[config.mk]
export PLATFORM = sky130hd
export DESIGN_NAME = fnd_timer_display
export DESIGN_NICKNAME = d
export VERILOG_FILES = /design/src/rtl/fnd_timer_display.sv
export SDC_FILE = /design/constraint.sdc
export NUM_CORES = 1
export LEC_CHECK = 0
export BUFFER_PORTS_ARGS = -buffer_cell sky130_fd_sc_hd__buf_2
export CAP_MARGIN = 20
export CORE_MARGIN = 2
export CORE_UTILIZATION = 60
export DETAILED_ROUTE_END_ITERATION = 7
export PLACE_DENSITY = 0.8
export SLEW_MARGIN = 20
export SYNTH_ARGS = -nofsm -noshare
export SYNTH_HDL_FRONTEND = slang
export SYNTH_SLANG_ARGS = --single-unit
[constraint.sdc]
create_clock -name clk -period 6.7 [get_ports clk]
set_input_delay 1.005 -clock clk [delete_from_list [all_inputs] [get_ports clk]]
set_output_delay 1.005 -clock clk [all_outputs]
set_load 0.05 [all_outputs]
[src/rtl/fnd_timer_display.sv]
`default_nettype none
// ============================================================================
// Module      : fnd_timer_display
// Description : Scans a 4-digit common-anode 7-segment display from the game
//               countdown timer digits. Adds a blinking colon (digit 2 dp)
//               while running, a blinking warning display in the last 10 s,
//               and a blinking 0000 after time-over.
// Revision    : 1.0 - initial release
// ============================================================================
module fnd_timer_display #(
    parameter int CLK_FREQ_HZ = 100_000_000,
    parameter int SCAN_HZ     = 1000,
    parameter int BLINK_HZ    = 2
) (
    input  logic       clk,
    input  logic       rst,
    input  logic [3:0] min1,
    input  logic [3:0] min0,
    input  logic [3:0] sec1,
    input  logic [3:0] sec0,
    input  logic       time_over,
    input  logic       running,
    output logic [3:0] fnd_com,
    output logic [7:0] fnd_data
);

    // ------------------------------------------------------------------------
    // Derived constants
    // ------------------------------------------------------------------------
    localparam int c_SCAN_DIV   = CLK_FREQ_HZ / (4 * SCAN_HZ);
    localparam int c_BLINK_HALF = CLK_FREQ_HZ / (2 * BLINK_HZ);
    localparam int c_SCAN_W     = (c_SCAN_DIV  > 2) ? $clog2(c_SCAN_DIV)  : 1;
    localparam int c_BLINK_W    = (c_BLINK_HALF > 2) ? $clog2(c_BLINK_HALF) : 1;

    localparam logic [c_SCAN_W-1:0]  c_SCAN_LAST  = c_SCAN_W'(c_SCAN_DIV - 1);
    localparam logic [c_BLINK_W-1:0] c_BLINK_LAST = c_BLINK_W'(c_BLINK_HALF - 1);

    // Display modes, derived from the frame snapshot
    localparam logic [1:0] c_MODE_NORMAL = 2'd0;
    localparam logic [1:0] c_MODE_WARN   = 2'd1;
    localparam logic [1:0] c_MODE_OVER   = 2'd2;

    // Segment patterns {g,f,e,d,c,b,a}, active-low
    localparam logic [6:0] c_SEG_BLANK = 7'h7F;
    localparam logic [6:0] c_SEG_DASH  = 7'b0111111;

    // ------------------------------------------------------------------------
    // BCD to active-low segment decode; non-BCD codes show a dash
    // ------------------------------------------------------------------------
    function automatic logic [6:0] f_seg7(input logic [3:0] i_bcd);
        logic [6:0] v_seg;
        case (i_bcd)
            4'd0:    v_seg = 7'b1000000;
            4'd1:    v_seg = 7'b1111001;
            4'd2:    v_seg = 7'b0100100;
            4'd3:    v_seg = 7'b0110000;
            4'd4:    v_seg = 7'b0011001;
            4'd5:    v_seg = 7'b0010010;
            4'd6:    v_seg = 7'b0000010;
            4'd7:    v_seg = 7'b1111000;
            4'd8:    v_seg = 7'b0000000;
            4'd9:    v_seg = 7'b0010000;
            default: v_seg = c_SEG_DASH;
        endcase
        return v_seg;
    endfunction

    // ------------------------------------------------------------------------
    // State
    // ------------------------------------------------------------------------
    logic [c_SCAN_W-1:0]  r_scan_cnt_q,    w_scan_cnt_d;
    logic [1:0]           r_digit_idx_q,   w_digit_idx_d;
    logic [c_BLINK_W-1:0] r_blink_cnt_q,   w_blink_cnt_d;
    logic                 r_blink_phase_q, w_blink_phase_d;

    logic [3:0]           r_snap_min1_q,   w_snap_min1_d;
    logic [3:0]           r_snap_min0_q,   w_snap_min0_d;
    logic [3:0]           r_snap_sec1_q,   w_snap_sec1_d;
    logic [3:0]           r_snap_sec0_q,   w_snap_sec0_d;
    logic                 r_snap_over_q,   w_snap_over_d;
    logic                 r_snap_run_q,    w_snap_run_d;

    logic [3:0]           r_fnd_com_q,     w_fnd_com_d;
    logic [7:0]           r_fnd_data_q,    w_fnd_data_d;

    logic                 w_scan_wrap;
    logic                 w_frame_end;
    logic                 w_blink_wrap;

    logic [1:0]           w_mode;
    logic [3:0]           w_digit_val;
    logic [6:0]           w_seg;
    logic                 w_dp_n;
    logic                 w_blank;
    logic                 w_colon_n;

    // Digit scan counter and index; a frame ends when digit 3 finishes
    always_comb begin
        w_scan_wrap   = (r_scan_cnt_q == c_SCAN_LAST);
        w_frame_end   = w_scan_wrap && (r_digit_idx_q == 2'd3);
        w_scan_cnt_d  = w_scan_wrap ? '0 : r_scan_cnt_q + 1'b1;
        w_digit_idx_d = w_scan_wrap ? r_digit_idx_q + 2'd1 : r_digit_idx_q;
    end

    // Free-running blink phase generator
    always_comb begin
        w_blink_wrap    = (r_blink_cnt_q == c_BLINK_LAST);
        w_blink_cnt_d   = w_blink_wrap ? '0 : r_blink_cnt_q + 1'b1;
        w_blink_phase_d = w_blink_wrap ? ~r_blink_phase_q : r_blink_phase_q;
    end

    // Capture the inputs once per frame so a frame never mixes two times
    always_comb begin
        w_snap_min1_d = r_snap_min1_q;
        w_snap_min0_d = r_snap_min0_q;
        w_snap_sec1_d = r_snap_sec1_q;
        w_snap_sec0_d = r_snap_sec0_q;
        w_snap_over_d = r_snap_over_q;
        w_snap_run_d  = r_snap_run_q;
        if (w_frame_end) begin
            w_snap_min1_d = min1;
            w_snap_min0_d = min0;
            w_snap_sec1_d = sec1;
            w_snap_sec0_d = sec0;
            w_snap_over_d = time_over;
            w_snap_run_d  = running;
        end
    end

    // Display mode from the snapshot; time-over outranks the warning window
    always_comb begin
        w_mode = c_MODE_NORMAL;
        if (r_snap_over_q) begin
            w_mode = c_MODE_OVER;
        end else if ((r_snap_min1_q == 4'd0) && (r_snap_min0_q == 4'd0) &&
                     (r_snap_sec1_q == 4'd0)) begin
            w_mode = c_MODE_WARN;
        end
    end

    // Segment, dp and blanking for the digit currently selected by the index
    always_comb begin
        case (r_digit_idx_q)
            2'd0:    w_digit_val = r_snap_sec0_q;
            2'd1:    w_digit_val = r_snap_sec1_q;
            2'd2:    w_digit_val = r_snap_min0_q;
            default: w_digit_val = r_snap_min1_q;
        endcase

        // Colon: blinks while running, steady when paused
        w_colon_n = r_snap_run_q ? ~r_blink_phase_q : 1'b0;

        w_seg   = f_seg7(w_digit_val);
        w_dp_n  = 1'b1;
        w_blank = 1'b0;

        case (w_mode)
            c_MODE_OVER: begin
                w_seg   = f_seg7(4'd0);
                w_blank = ~r_blink_phase_q;
            end
            c_MODE_WARN: begin
                w_blank = ~r_blink_phase_q;
                if (r_digit_idx_q == 2'd2) begin
                    w_dp_n = w_colon_n;
                end
            end
            default: begin
                if ((r_digit_idx_q == 2'd3) && (r_snap_min1_q == 4'd0)) begin
                    w_seg = c_SEG_BLANK;
                end
                if (r_digit_idx_q == 2'd2) begin
                    w_dp_n = w_colon_n;
                end
            end
        endcase

        w_fnd_com_d  = ~(4'b0001 << r_digit_idx_q);
        w_fnd_data_d = w_blank ? 8'hFF : {w_dp_n, w_seg};
    end

    // All state registers, including the registered display outputs
    always_ff @(posedge clk) begin
        if (rst) begin
            r_scan_cnt_q    <= '0;
            r_digit_idx_q   <= 2'd0;
            r_blink_cnt_q   <= '0;
            r_blink_phase_q <= 1'b0;
            r_snap_min1_q   <= 4'd1;
            r_snap_min0_q   <= 4'd0;
            r_snap_sec1_q   <= 4'd0;
            r_snap_sec0_q   <= 4'd0;
            r_snap_over_q   <= 1'b0;
            r_snap_run_q    <= 1'b0;
            r_fnd_com_q     <= 4'b1111;
            r_fnd_data_q    <= 8'hFF;
        end else begin
            r_scan_cnt_q    <= w_scan_cnt_d;
            r_digit_idx_q   <= w_digit_idx_d;
            r_blink_cnt_q   <= w_blink_cnt_d;
            r_blink_phase_q <= w_blink_phase_d;
            r_snap_min1_q   <= w_snap_min1_d;
            r_snap_min0_q   <= w_snap_min0_d;
            r_snap_sec1_q   <= w_snap_sec1_d;
            r_snap_sec0_q   <= w_snap_sec0_d;
            r_snap_over_q   <= w_snap_over_d;
            r_snap_run_q    <= w_snap_run_d;
            r_fnd_com_q     <= w_fnd_com_d;
            r_fnd_data_q    <= w_fnd_data_d;
        end
    end

    assign fnd_com  = r_fnd_com_q;
    assign fnd_data = r_fnd_data_q;

endmodule
`default_nettype wire

==> impl_metrics.csv <==
group,metric,value,unit
finish,multi_input_area,1615,um2
critical_path,path_cells,"inv_1 -> ha_1 -> a222oi_1 -> mux2_4 -> inv_1 -> ha_1 -> or3_1 -> a21oi_1 -> o21ai_0",
critical_path,critPathTopFamily,"compound AO/OA/AOI/OAI gates",
cts,tritoncts,"done",
finish,syn2layout_area_growth,10.89,%
finish,nFillCells,421,
status,outcome,"finished, final reports clean",
finish,final_common_cell,"dfxtp_1",
drt,dr.first_iter.drc_count,122,
critical_path,crit_type,"flop to flop",
power_and_ir_drop,powerDensity,220.8,nW/um2
finish,final_cell_mix,"73 x dfxtp_1, 66 x nor2_1, 31 x buf_2",
global_routing,grt_max_degree,29,
logic_synthesis,synth-main-ff-cell,"dfxtp_1",
logic_synthesis,ys_seq_elements,73,
global_routing,antenna_found_initial,0,
sta,clock_skew,0.006276,ns
cts,numCtsBuffers,9,
cts,cts_max_path_buffers,2,
critical_path,cp_slowest_cell,"a222oi_1",
logic_synthesis,synth_cell_types,44,
critical_path,worstSetupEndpointType,"flop",
sta,worstMarginPinSlew,1.029,ns
placed_design,io_buffers,31,
drt,dr.pass1.iters,4,
sta,slew_headroom,31.40,%
logic_synthesis,synth_area_per_cell,9.452,um2
placed_design,hpwl,3818,um
global_routing,track_usage,20.17,%
cts,h-tree-depth,3,
critical_path,worst_path_largest_cell_delay,0.44,ns
finish,final_area,3553,um2
drt,routedWlPerCell,12.41,um
die,core_area,5140,um2
drt,vias,2380,
finish,drive_above_1_share,14.71,%
die,die-area,5941,um2
drt,ant_nets,0,
logic_synthesis,synth_edf_count,0,
drt,drt_wl_total,5508,um
logic_synthesis,syn_area,3204,um2
sta,setup_viol,0,
finish,diodes,0,
critical_path,crit_fanout,8,
global_routing,grt_pass1_wl,9522,um
critical_path,critPathBufInv,2,
sta,hold_violations,0,
cts,clk_latency,0.34,ns
placed_design,postPlaceCellArea,3372,um2
finish,nets,399,
logic_synthesis,yosysSeqAreaShare,45.61,%
cts,clock-root-buffer,"clkbuf_8",
sta,fin_tns_setup,0,ns
critical_path,arrival,2.71,ns
sta,slew_viol_final,0,
min_path,hp-class,"flop to flop",
die,die_x,77.08,um
logic_synthesis,syn_nets,368,
global_routing,grt_overflow_total,0,
drt,remaining_drc_errors,0,
placed_design,gp_congestion,0.8001,
finish,seqCellArea,1461,um2
cts,cts.sinks,73,
global_routing,grt_pass1_vias,2219,
die,start_util,62.34,%
die,rows,26,
power_and_ir_drop,ir_worst_vdd,0.0001740,V
die,die_y,77.08,um
sta,timing.final.crit_share,37.37,%
cts,clk_pin_slew,0.07,ns
cts,cts-resized-gates,0,
logic_synthesis,synthCells,339,
critical_path,worstSetupStartpointType,"flop",
sta,period_needed,2.504,ns
power_and_ir_drop,cellLeakagePower,1.527,nW
critical_path,crit_required,6.90,ns
drt,viasPerCell,5.360,
job,maxCapViolCount,0,
die,io_pins,32,
logic_synthesis,synth-async-reset-ratio,0,%
sta,rsz0062_at_grt,"no",
cts,post_cts_buffers,0,
sta,fmax,0.3994,GHz
cts,holdBufCountCts,0,
logic_synthesis,synth_warnings,0,
-- synth_stat cells, types with 5 or more instances --
library cell | instances | area, um2
a21oi_1 | 5 | 25.02
and3_1 | 6 | 37.54
clkbuf_1 | 6 | 22.52
dfxtp_1 | 73 | 1461
ha_1 | 9 | 112.6
inv_1 | 13 | 48.80
mux2i_1 | 20 | 200.2
nand2_1 | 14 | 52.55
nand2b_1 | 6 | 37.54
nand3_1 | 18 | 90.09
nand4_1 | 7 | 43.79
nor2_1 | 66 | 247.7
o21ai_0 | 5 | 25.02
xnor2_1 | 14 | 122.6
xor2_1 | 23 | 201.4
-- flip-flops by register name, indices dropped and copies added, names as in the netlist --
name and count:
r_snap_min1_q 4, r_snap_sec0_q 4, r_digit_idx_q 2, r_snap_min0_q 4
fnd_data 8, r_snap_run_q 1, r_blink_phase_q 1, r_snap_over_q 1
r_snap_sec1_q 4, r_scan_cnt_q 15, r_blink_cnt_q 25, fnd_com 4
-- stage by stage --
stage	worst slack, ns	instances	hold slack [ns]	utilization (%)	power [mW]
2_1_floorplan	4.577	339	0.4176	-	0.4750
5_1_grt	4.064	444	0.4654	69.13	0.8117
3_5_place_dp	4.317	429	0.4369	65.60	0.4837
6_report	4.196	444	0.4488	69.13	0.7847
3_3_place_gp	4.331	429	0.4299	65.60	0.4830
4_1_cts	4.231	444	0.4494	69.13	0.7931
-- cell type report --
cell class | count | share of cell area [%]
multi-input cells | 241 | 45.46
clock inverters | 2 | 0.3521
inverters | 14 | 1.479
well taps | 70 | 2.465
clock buffers | 13 | 4.754
flip-flops and latches | 73 | 41.13
repair buffers | 31 | 4.366
-- worst paths after layout --
check / startpoint / slack, ns / endpoint / depth (start not counted)
worst min-delay path: r_scan_cnt_q[0] / 0.45 / r_scan_cnt_q[0] / 1
worst max register to register: r_digit_idx_q[0] / 4.20 / fnd_data[5] / 9
worst max-delay path: r_digit_idx_q[0] / 4.20 / fnd_data[5] / 9
worst min register to register: r_scan_cnt_q[0] / 0.45 / r_scan_cnt_q[0] / 1
-- kinds of logic after synthesis --
logic type | after synthesis | synth area share (%)
AOI/OAI and AO/OA | 26 | 5.818
xor gates and xnor gates | 37 | 10.11
adders and majority gates | 9 | 3.514
buffers and inverters | 25 | 3.983
DFF | 73 | 45.61
muxes | 22 | 7.067
and+or+nand+nor | 147 | 23.90
-- metal layers --
| layer | vias to the layer above | wire length, um | track usage (%) | part of all wire, % |
|---|---|---|---|---|
| met4 | 0 | 78 | 10.36 | 1.4 |
| met2 | 46 | 2666 | 33.77 | 48 |
| met1 | 1105 | 2541 | 23.70 | 46 |
| li1 | 1219 | - | - | - |
| met3 | 10 | 222 | 5.412 | 4.0 |
| met5 | - | 0 | 0 | 0 |
-- where the power goes --
part / switching, mW / total, mW / internal, mW / leakage (nW)
logic: 0.0209 / 0.0316 / 0.0106 / 0.844
clock network: 0.149 / 0.311 / 0.162 / 0.0915
registers: 0.00296 / 0.442 / 0.439 / 0.592
total: 0.173 / 0.785 / 0.612 / 1.53
Power figures use the tool's default switching activity.
